File: src/rtl/lw_sw_multicycle_ctrl.sv
// Multicycle control FSM for the load/store datapath.
// Sequences fetch, decode, address add, memory access and write-back over
// several clocks, waits on mem_ack with a timeout, and counts retired LW/SW.
// Datapath strobes are decoded combinationally from the current state
// (plus mem_ack for the fetch strobes); state, halted and retired are registered.
module lw_sw_multicycle_ctrl #(
    parameter logic [5:0] OP_LW   = 6'h23,
    parameter logic [5:0] OP_SW   = 6'h2B,
    parameter int         CNT_W   = 16,
    parameter int         TIMEOUT = 8
) (
    input  logic             clk,
    input  logic             rst,
    input  logic             en,
    input  logic [5:0]       opcode,
    input  logic             mem_ack,
    output logic             mem_req,
    output logic             mem_we,
    output logic             addr_src,
    output logic             pc_we,
    output logic             ir_we,
    output logic             reg_we,
    output logic             illegal,
    output logic             halted,
    output logic [CNT_W-1:0] retired,
    output logic [2:0]       state
);

    // Wide enough to hold TIMEOUT-1; the transition to HALT happens on the
    // un-acked cycle that would take the count to TIMEOUT.
    localparam int WAIT_W = (TIMEOUT > 1) ? $clog2(TIMEOUT + 1) : 1;
    localparam logic [WAIT_W-1:0] WAIT_LAST = WAIT_W'(TIMEOUT - 1);

    typedef enum logic [2:0] {
        FETCH  = 3'd0,
        DECODE = 3'd1,
        MEMADR = 3'd2,
        MEMRD  = 3'd3,
        MEMWB  = 3'd4,
        MEMWR  = 3'd5,
        HALT   = 3'd6
    } state_t;

    state_t            state_reg;
    logic [WAIT_W-1:0] wait_cnt_reg;
    logic              is_lw_reg;
    logic              halted_reg;
    logic [CNT_W-1:0]  retired_reg;

    logic              opcode_ok;
    logic              wait_expired;

    assign opcode_ok    = (opcode == OP_LW) || (opcode == OP_SW);
    // Only meaningful while a request is outstanding and not acknowledged.
    assign wait_expired = (wait_cnt_reg == WAIT_LAST);

    // State sequencing, memory wait counter, fault flag and retire counter.
    always_ff @(posedge clk or negedge rst) begin
        if (!rst) begin
            state_reg    <= FETCH;
            wait_cnt_reg <= '0;
            is_lw_reg    <= 1'b0;
            halted_reg   <= 1'b0;
            retired_reg  <= '0;
        end else begin
            case (state_reg)
                FETCH: begin
                    // With en low there is no request; the wait count simply holds.
                    if (en) begin
                        if (mem_ack) begin
                            state_reg    <= DECODE;
                            wait_cnt_reg <= '0;
                        end else if (wait_expired) begin
                            state_reg  <= HALT;
                            halted_reg <= 1'b1;
                        end else begin
                            wait_cnt_reg <= wait_cnt_reg + WAIT_W'(1);
                        end
                    end
                end
                DECODE: begin
                    wait_cnt_reg <= '0;
                    if (opcode_ok) begin
                        is_lw_reg <= (opcode == OP_LW);
                        state_reg <= MEMADR;
                    end else begin
                        state_reg <= FETCH;
                    end
                end
                MEMADR: begin
                    // Address add cycle; the opcode latched in DECODE picks the access.
                    wait_cnt_reg <= '0;
                    state_reg    <= is_lw_reg ? MEMRD : MEMWR;
                end
                MEMRD: begin
                    if (mem_ack) begin
                        state_reg    <= MEMWB;
                        wait_cnt_reg <= '0;
                    end else if (wait_expired) begin
                        state_reg  <= HALT;
                        halted_reg <= 1'b1;
                    end else begin
                        wait_cnt_reg <= wait_cnt_reg + WAIT_W'(1);
                    end
                end
                MEMWB: begin
                    retired_reg  <= retired_reg + CNT_W'(1);
                    wait_cnt_reg <= '0;
                    state_reg    <= FETCH;
                end
                MEMWR: begin
                    if (mem_ack) begin
                        retired_reg  <= retired_reg + CNT_W'(1);
                        wait_cnt_reg <= '0;
                        state_reg    <= FETCH;
                    end else if (wait_expired) begin
                        state_reg  <= HALT;
                        halted_reg <= 1'b1;
                    end else begin
                        wait_cnt_reg <= wait_cnt_reg + WAIT_W'(1);
                    end
                end
                HALT: begin
                    // Only reset leaves HALT.
                    halted_reg <= 1'b1;
                end
                default: begin
                    state_reg    <= FETCH;
                    wait_cnt_reg <= '0;
                end
            endcase
        end
    end

    // Datapath strobes decoded from the current state; fetch strobes also need the ack.
    always_comb begin
        mem_req  = 1'b0;
        mem_we   = 1'b0;
        addr_src = 1'b0;
        pc_we    = 1'b0;
        ir_we    = 1'b0;
        reg_we   = 1'b0;
        illegal  = 1'b0;
        case (state_reg)
            FETCH: begin
                mem_req = en;
                pc_we   = en && mem_ack;
                ir_we   = en && mem_ack;
            end
            DECODE: begin
                illegal = !opcode_ok;
            end
            MEMRD: begin
                mem_req  = 1'b1;
                addr_src = 1'b1;
            end
            MEMWB: begin
                reg_we = 1'b1;
            end
            MEMWR: begin
                mem_req  = 1'b1;
                mem_we   = 1'b1;
                addr_src = 1'b1;
            end
            default: begin
            end
        endcase
    end

    assign halted  = halted_reg;
    assign retired = retired_reg;
    assign state   = state_reg;

endmodule

File: config.mk
export PLATFORM = sky130hd
export DESIGN_NAME = lw_sw_multicycle_ctrl
export DESIGN_NICKNAME = d
export VERILOG_FILES = /design/src/rtl/lw_sw_multicycle_ctrl.sv
export SDC_FILE = /design/constraint.sdc
export NUM_CORES = 1
export LEC_CHECK = 0
export CORE_ASPECT_RATIO = 2
export CORE_MARGIN = 2
export CORE_UTILIZATION = 40
export CTS_CLUSTER_DIAMETER = 80
export DETAILED_ROUTE_END_ITERATION = 16
export PLACE_DENSITY = 0.78
export SYNTH_ARGS = -nofsm -noshare
export SYNTH_HDL_FRONTEND = slang
export SYNTH_SLANG_ARGS = --single-unit
export TNS_END_PERCENT = 5
File: constraint.sdc
create_clock -name clk -period 2.43 [get_ports clk]
set_input_delay 0.729 -clock clk [delete_from_list [all_inputs] [get_ports clk]]
set_output_delay 0.729 -clock clk [all_outputs]
set_load 0.05 [all_outputs]
# Word level (Yosys, flattened, before mapping)
# Index checks and enable logic that the tools add are counted.
# totals
output_inout_bits	27
wordCells	54
reg_bits	25
in_bits	10
# op_classes
bitwise_logic	1
reduce_logical	11
muxes	24
n_eq_ne	11
n_addsub	2
# op_table
cell	n
$pmux W16 S2	1
$mux W3	6
$pmux W3 S6	1
$add A16 B1 Y16 const B	1
$mux W16	1
$eq A6 B6 Y1 const B	2
$mux W4	3
$pmux W4 S3	1
$eq A3 B3 Y1 const B	3
$mux W1	8
$reduce_and A2 Y1	4
$eq A3 B2 Y1 const B	2
$add A4 B1 Y4 const B	1
$eq A4 B3 Y1 const B	1
$ne A2 B2 Y1 const B	2
$eq A3 B1 Y1 const B	1
$logic_not A3 Y1	1
$pmux W1 S3	1
$reduce_bool A3 Y1	1
$mux W2	1
$pmux W1 S2	1
$reduce_bool A2 Y1	1
$reduce_or A2 Y1	1
$logic_and A1 B1 Y1	1
other kinds (3)	3

# Logic depth before layout (Yosys ltp)
# Gate-level depths: netlist (run 1).
# logic_depth
ltp_word	5
ltp_mapped	6
mapped_depth_nobuf	6

# Worst setup path after synthesis (run 1)
# No wires, ideal clock.
# synth_timing
path_kind	reg2out
start	register state_reg[2] (netlist: state[2])
end	output port pc_we
stages_incl_launch_ff	6
arrival_time_ns	2.676
slack_ns	-0.975
required_time_ns	1.701
path_buffers	2
path_cell_list	dfrtp_1 -> buf_2 -> inv_2 -> nand3_1 -> nor3b_1 -> buf_4
# synth_between
elab_chain_len	2
# synth_rtl
item	line	rtl
start, declared	44	state_t state_reg;
start signal, assigned	93	state_reg <= is_lw_reg ? MEMRD : MEMWR;
$logic_not A3 Y1	-	
$mux W1	-	
end, declared	20	output logic pc_we,
# Every way passes these cells.

# Final worst setup path (run 1)
# layout_timing
start	input port opcode[5]
end	output port illegal
# layout_between
elab_chain_len	4
word_cells_on_any_way	5
classes_between	eq/ne: 2; mux: 1; reduce/logical: 2
# layout_rtl
item	line	rtl
start, declared	15	input logic [5:0] opcode,
$eq A6 B6 Y1	53	assign opcode_ok = (opcode == OP_LW) || (opcode == OP_SW);
$logic_or A1 B1 Y1 *	53	
$logic_not A1 Y1 *	151	illegal = !opcode_ok;
$mux W1 *	144	case (state_reg)
end, declared	23	output logic illegal,
# Every way passes the cells marked *; elsewhere a longest branch is shown, timed or not.

==> summary.txt, run 1 <==
GRT
  – Total track usage: 0.190
  – Initial antenna violation count: 0
  – Vias in the first global route: 1352
  – GRT overflow: 0
  – Global-route wire length before repair: ~5700 um
  – Largest net degree at the start of global routing: 26

Timing
  – Worst Skew: 4.83 ps
  – FMAX: 425 MHz
  – Fin crit period: 2350 ps
  – Setup TNS: 0 ps
  – Slew Limit Headroom: 0.665
  – RSZ-0062 raised after global routing: false
  – Final hold viol count: 0
  – Fin crit share: 0.969
  – Final setup violation count: 0
  – Hold slack: ~500 ps
  – Final Max Tran Viols: 0
  – Worst Tran Pin Value: 502 ps

Cells and area
  – Most common cell after layout, fill and taps aside: dfrtp_1
  – Max reg flops: 16
  – Layout cells sized above 1: 0.205
  – Register area: 626 um^2
  – Multi-input logic area: approximately 760 um^2
  – Highest-count cells in the layout ignoring fill and taps: 25 x dfrtp_1, 20 x clkdlybuf4s50_1, 16 x nand2_1
  – Final net count: between 150 and 200
  – Fill count: ~280
  – Antenna cells: 0
  – Area grow syn2layout: 41.0%

Power and ir drop
  – Internal: roughly 1000 uW
  – Power density over the cells: just under 900 nW/um^2
  – Gate power share: 0.532
  – Leak: between 0.0008 and 0.0009 uW
  – Sw frac: 0.448
  – Sequential Power Share: 0.332
  – Clk pwr share: 0.136
  – Power Total: roughly 1800 uW
  – Peak VDD IR: approximately 0.5 mV
  – Net Sw Power: about 790 uW

Setup path
  – Worst-path fanout max: 2
  – Worst setup EP type: output pin
  – Worst path cell trace: dlygate4sd2_1, nor4bb_2, buf_4, a211oi_2, buf_6
  – Arrival time worst endpoint: 1630 ps
  – Setup CP Type: input port to output pin
  – Reg2Reg Depth: 6
  – CP Launch Type: input port
  – CP max stage delay: between 200 and 250 ps
  – Slowest cell on crit path: dlygate4sd2_1
  – Req. time, crit path: between 1500 and 2000 ps

Place
  – HPWL after DPL: roughly 2500 um
  – GPL Wtd Cong: 0.795
  – Port bufs: 36

Clock network
  – Clk Latency, worst-skew pair: around 260 ps
  – CTS tree: yes
  – TritonCTS Buffers: 3
  – CTS Sinks: 25
  – Clock Pin Slew Worst Setup and Hold Paths: about 80 ps
  – Clock Path Buffers: 2
  – H-tree Lvls: 1
  – Setup Buffers After CTS: 0
  – Root Buffer: clkbuf_8
  – Hold Buf Count CTS: 0

Synth
  – Mapped Cells: roughly 140
  – Ys Warns: 0
  – Async S/R FF share, synth: 1.00
  – Seq cells post-synth: 25
  – Post-synthesis cell area: 1400 um^2
  – Syn Nets: 153
  – Post-synth cell types: 45
  – Sequential share of the synthesized area: 0.447
  – Post-synth EDFFs: 0
  – Top_reg_cell synth: dfrtp_1
  – Syn avg cell area: 9.92 um^2

Route
  – First-pass DRT Iterations: 4
  – First DRT Iteration DRCs: 53
  – WL/cell: between 10 and 15 um
  – # DRC: 0
  – Final WL: 3230 um
  – Via Count: around 1.3k
  – Drt via density: 5.79
  – Antenna-violating nets left: 0

Run
  – Max Cap Viol: 0

Die
  – Chip Width: approximately 46 um
  – Die area: between 4000 and 5000 um^2
  – Num rows: 30
  – Num ports: 37
  – Die H: roughly 88 um
  – Core area: 3380 um^2
  – Initial Utilization: 0.414

Hold path
  – Hold path cells: 1
  – Min-Delay Path Class: register to register

Run status
  – Outcome: complete, no violations
[worst max-delay path: cells and delay by family]
kind | cells | cell delay (ps)
buf+inv | 3 | 540
compound gates | 1 | 190
simple gates | 1 | 160
[repair_timing]
item,in CTS,in global routing
resized for setup,6,3
setup endpoints to repair,4,3
pin swaps,3,1
[path summary, 6_finish.rpt]
kind,start,slack [ps],end
setup / recovery,opcode[5],80,illegal
hold / removal,retired[15],500,retired[15]
setup reg to reg,wait_cnt_reg[0],710,wait_cnt_reg[3]
hold reg to reg,retired[15],500,retired[15]
max in group asynchronous,rst,1350,retired[9]
min in group asynchronous,rst,830,retired[4]
[synthesized netlist by cell type, drive strengths merged (3+ instances only)]
library cell / instances / area (um^2)
nand4: 3 / 18.8
dfrtp: 25 / 626
xnor2: 11 / 96.3
nand2: 16 / 60.1
nor2: 12 / 45.0
o21ai: 8 / 40.0
nand2b: 4 / 25.0
o31ai: 3 / 27.5
nor3: 4 / 25.0
nand3: 9 / 57.6
inv: 5 / 18.8
xor2: 6 / 52.6
buf: 5 / 30.0
[power groups by stage]
stage	Sequential, uW	Combinational [uW]	Clock [uW]
final	586	940	240
after global routing	599	1010	263
after detailed placement	592	934	0
after global placement	584	903	0
after CTS	585	945	247
after floorplan	736	444	0
[per-layer routing]
metal  up-vias  wire, um  track usage  part of all wire
li1        583         -            -                 -
met1       613      1170        0.199              0.36
met2        53      1820        0.333              0.56
met3         8       157       0.0330             0.049
met4         0        80        0.114             0.025
met5         -         0            0                 0
[per-stage QoR]
step	cell area, um^2	cells	util	setup slack [ps]
floorplan	1420	141	-	-259
global placement	1910	213	0.565	-178
detailed placement	1910	213	0.565	-199
CTS	1960	217	0.581	-87.5
global route	1970	217	0.584	24.4
finish	1970	217	0.584	75.4
[final cells by class]
| cell class | count | area share |
|---|---|---|
| timing repair buffer | 45 | 0.246 |
| sequential | 25 | 0.317 |
| inverter | 5 | 0.00952 |
| multi-input combinational | 106 | 0.384 |
| tap | 32 | 0.0203 |
| clock buffer | 4 | 0.0228 |
[kinds of logic (layout without fill, tap and decap cells)]
| group | Yosys count | after routing | synth area share |
|---|---|---|---|
| AOI/OAI and AO/OA | 22 | 22 | 0.126 |
| xor gates and xnor gates | 17 | 17 | 0.106 |
| adders and majority gates | 2 | 2 | 0.0179 |
| buffers and inverters | 10 | 54 | 0.0349 |
| DFF | 25 | 25 | 0.447 |
| muxes | 3 | 3 | 0.0224 |
| and+or+nand+nor | 62 | 62 | 0.245 |
Note: power is estimated with default switching activity, not from simulation.
==> run 2, diff against run 1 <==
--- a/config.mk
+++ b/config.mk
@@ -6,10 +6,10 @@
 export NUM_CORES = 1
 export LEC_CHECK = 0
 export CORE_ASPECT_RATIO = 2
-export CORE_MARGIN = 2
 export CORE_UTILIZATION = 40
 export CTS_CLUSTER_DIAMETER = 80
 export DETAILED_ROUTE_END_ITERATION = 16
+export HOLD_SLACK_MARGIN = 0.15
 export PLACE_DENSITY = 0.78
 export SYNTH_ARGS = -nofsm -noshare
 export SYNTH_HDL_FRONTEND = slang
==> constraint.sdc (replaced) <==
create_clock -name clk -period 2.43 [get_ports clk]
set_input_delay 0.243 -clock clk [delete_from_list [all_inputs] [get_ports clk]]
set_output_delay 0.243 -clock clk [all_outputs]
set_load 0.05 [all_outputs]
==> summary.txt, run 2 (same netlist as run 1, synthesis figures left out) <==
Power and ir drop
  – Internal: 893 uW (-8.4%)
  – Net Sw Power: 768 uW (-2.8%)
  – Power density over the cells: 909 nW/um^2 (+1.5%)
  – Leak: 0.000802 uW (-9.7%)
  – Peak VDD IR: 0.522 mV (+2.3%)
  – Clk pwr share: 0.147 (+0.011)
  – Gate power share: 0.492 (-0.040)
  – Power Total: 1660 uW (-5.9%)
  – Sw frac: 0.462 (+0.0148)
  – Sequential Power Share: 0.361 (+0.029)

GRT
  – Largest net degree at the start of global routing: 26 (unchanged)
  – GRT overflow: 0 (unchanged)
  – Global-route wire length before repair: 5240 um (-8.0%)
  – Vias in the first global route: 1198 (-11%)
  – Initial antenna violation count: 0 (unchanged)
  – Total track usage: 0.184 (-0.00601)

Place
  – Cell count after placement: 206 (-3.3%)
  – GPL Wtd Cong: 0.975 (+23%)
  – DP Area: 1780 um^2 (-6.8%)
  – Port bufs: 36 (unchanged)
  – HPWL after DPL: 2480 um (-2.2%)

Route
  – First-pass DRT Iterations: 10 (+6)
  – Final WL: 3110 um (-3.7%)
  – # DRC: 3 (+3)
  – Via Count: 1174 (-6.6%)
  – WL/cell: 14.8 um (-0.53%)
  – Drt via density: 5.59 (-3.5%)
  – Antenna-violating nets left: 0 (unchanged)
  – First DRT Iteration DRCs: 21 (-60%)

Timing
  – Worst Tran Pin Value: 523 ps (+21.5 ps)
  – RSZ-0062 raised after global routing: false
  – Final Max Tran Viols: 0 (unchanged)
  – Fin crit period: 2290 ps (-67.5 ps)
  – Fin crit share: 0.941 (-0.0278)
  – Final setup violation count: 0 (unchanged)
  – Hold slack: 341 ps (-157 ps)
  – Worst Skew: 2.52 ps (-2.31 ps)
  – Slew Limit Headroom: 0.651 (-0.0138)
  – FMAX: 437 MHz (+3.0%)
  – Final hold viol count: 0 (unchanged)

Clock network
  – Clock Path Buffers: 2 (unchanged)
  – TritonCTS Buffers: 3 (unchanged)
  – Root Buffer: clkbuf_8
  – Clock Pin Slew Worst Setup and Hold Paths: 80 ps (about the same)
  – Clk Latency, worst-skew pair: 270 ps (about the same)
  – Setup Buffers After CTS: 0 (unchanged)
  – CTS Sinks: 25 (unchanged)
  – CTS tree: yes
  – H-tree Lvls: 1 (unchanged)

Die
  – Initial Utilization: 0.414 (unchanged)
  – Num rows: 30 (unchanged)
  – Die area: 3750 um^2 (-6.5%)
  – Core area: 3380 um^2 (unchanged)
  – Chip Width: 43.8 um (-4.4%)
  – Num ports: 37 (unchanged)
  – Die H: 85.6 um (-2.3%)

Cells and area
  – Most common cell after layout, fill and taps aside: clkdlybuf4s50_1
  – Highest-count cells in the layout ignoring fill and taps: 31 x clkdlybuf4s50_1, 25 x dfrtp_1, 16 x nand2_1
  – Multi-input logic area: 729 um^2 (-3.6%)
  – Final Cell Area: 1830 um^2 (-7.3%)
  – Fill count: 304 (+9.7%)
  – Util after Layout: 0.541 (-0.0426)
  – Max reg flops: 16 (unchanged)
  – Finished Layout Cells: 210 (-3.2%)
  – Antenna cells: 0 (unchanged)
  – Register area: 626 um^2 (unchanged)
  – Layout cells sized above 1: 0.124 (-0.0818)
  – Final net count: 191 (-3.5%)
  – Area grow syn2layout: 30.7%

Setup path
  – Worst Setup SP: state[2]
  – Critical path endpoint: reg_we
  – R2R Setup Slk: 680 ps (-30 ps)
  – Worst-path fanout max: 16 (+14)
  – CP Launch Type: register
  – Reg2Reg Depth: 5 (-1)
  – R2R Path Start: state[2]
  – Arrival time worst endpoint: 2040 ps (+410 ps)
  – R2r endpoint: retired[14]
  – Req. time, crit path: 2190 ps (+490 ps)
  – Setup CP Type: register to output pin
  – Worst setup EP type: output pin

Hold path
  – Min-Delay Path Class: input port to asynchronous set/reset pin

Run status
  – Failing checks: DRC
  – Outcome: complete, but fails checks

Run
  – Max Cap Viol: 0 (unchanged)
==> run 2: timing repair <==
action / CTS / global route
hold buffers: 0 / 0
gates resized for setup: 0 / 1
endpoints found under the setup margin: 0 / 1
==> run 2: worst min-delay path by stage <==
stage | startpoint | end | slack, ps | depth (start not counted)
after floorplan | rst | halted | -50 | 0
after global placement | retired[15] | retired[15] | 460 | 1
after detailed placement | retired[15] | retired[15] | 470 | 1
after CTS | rst | retired[3] | 350 | 2
after global routing | rst | retired[2] | 360 | 2
final | rst | retired[3] | 340 | 2
==> run 2: stage by stage <==
step                TNS (ps)  setup WS [ps]
finish                     0            143
global route               0           31.3
CTS                        0            117
detailed placement         0            420
global placement           0            502
floorplan              -68.8          -68.8
==> run 2: critical path: stages, from the launching register on <==
cell	delay (ps)
dfrtp_1	650
inv_2	130
nor3_1	160
clkdlybuf4s50_1	830
==> run 2: final cells by class <==
type | instances | area share
tap | 32 | 0.0219
sequential | 25 | 0.342
timing repair buffer | 38 | 0.201
clock inverter | 1 | 0.00274
inverter | 5 | 0.0103
clock buffer | 3 | 0.0226
multi-input combinational | 106 | 0.399
==> run 2: metal layers <==
layer | up-vias | wire (um) | global-route usage
met2 | 50 | 1710 | 0.331
met5 | - | 0 | 0
li1 | 561 | - | -
met1 | 551 | 1110 | 0.185
met3 | 12 | 162 | 0.0295
met4 | 0 | 126 | 0.116
==> run 2: power groups by stage <==
stage	clock network, uW	logic, uW	registers (uW)
global route	268	866	620
finish	244	817	600
CTS	253	819	600
floorplan	0	431	736
global placement	0	792	600
detailed placement	0	817	608
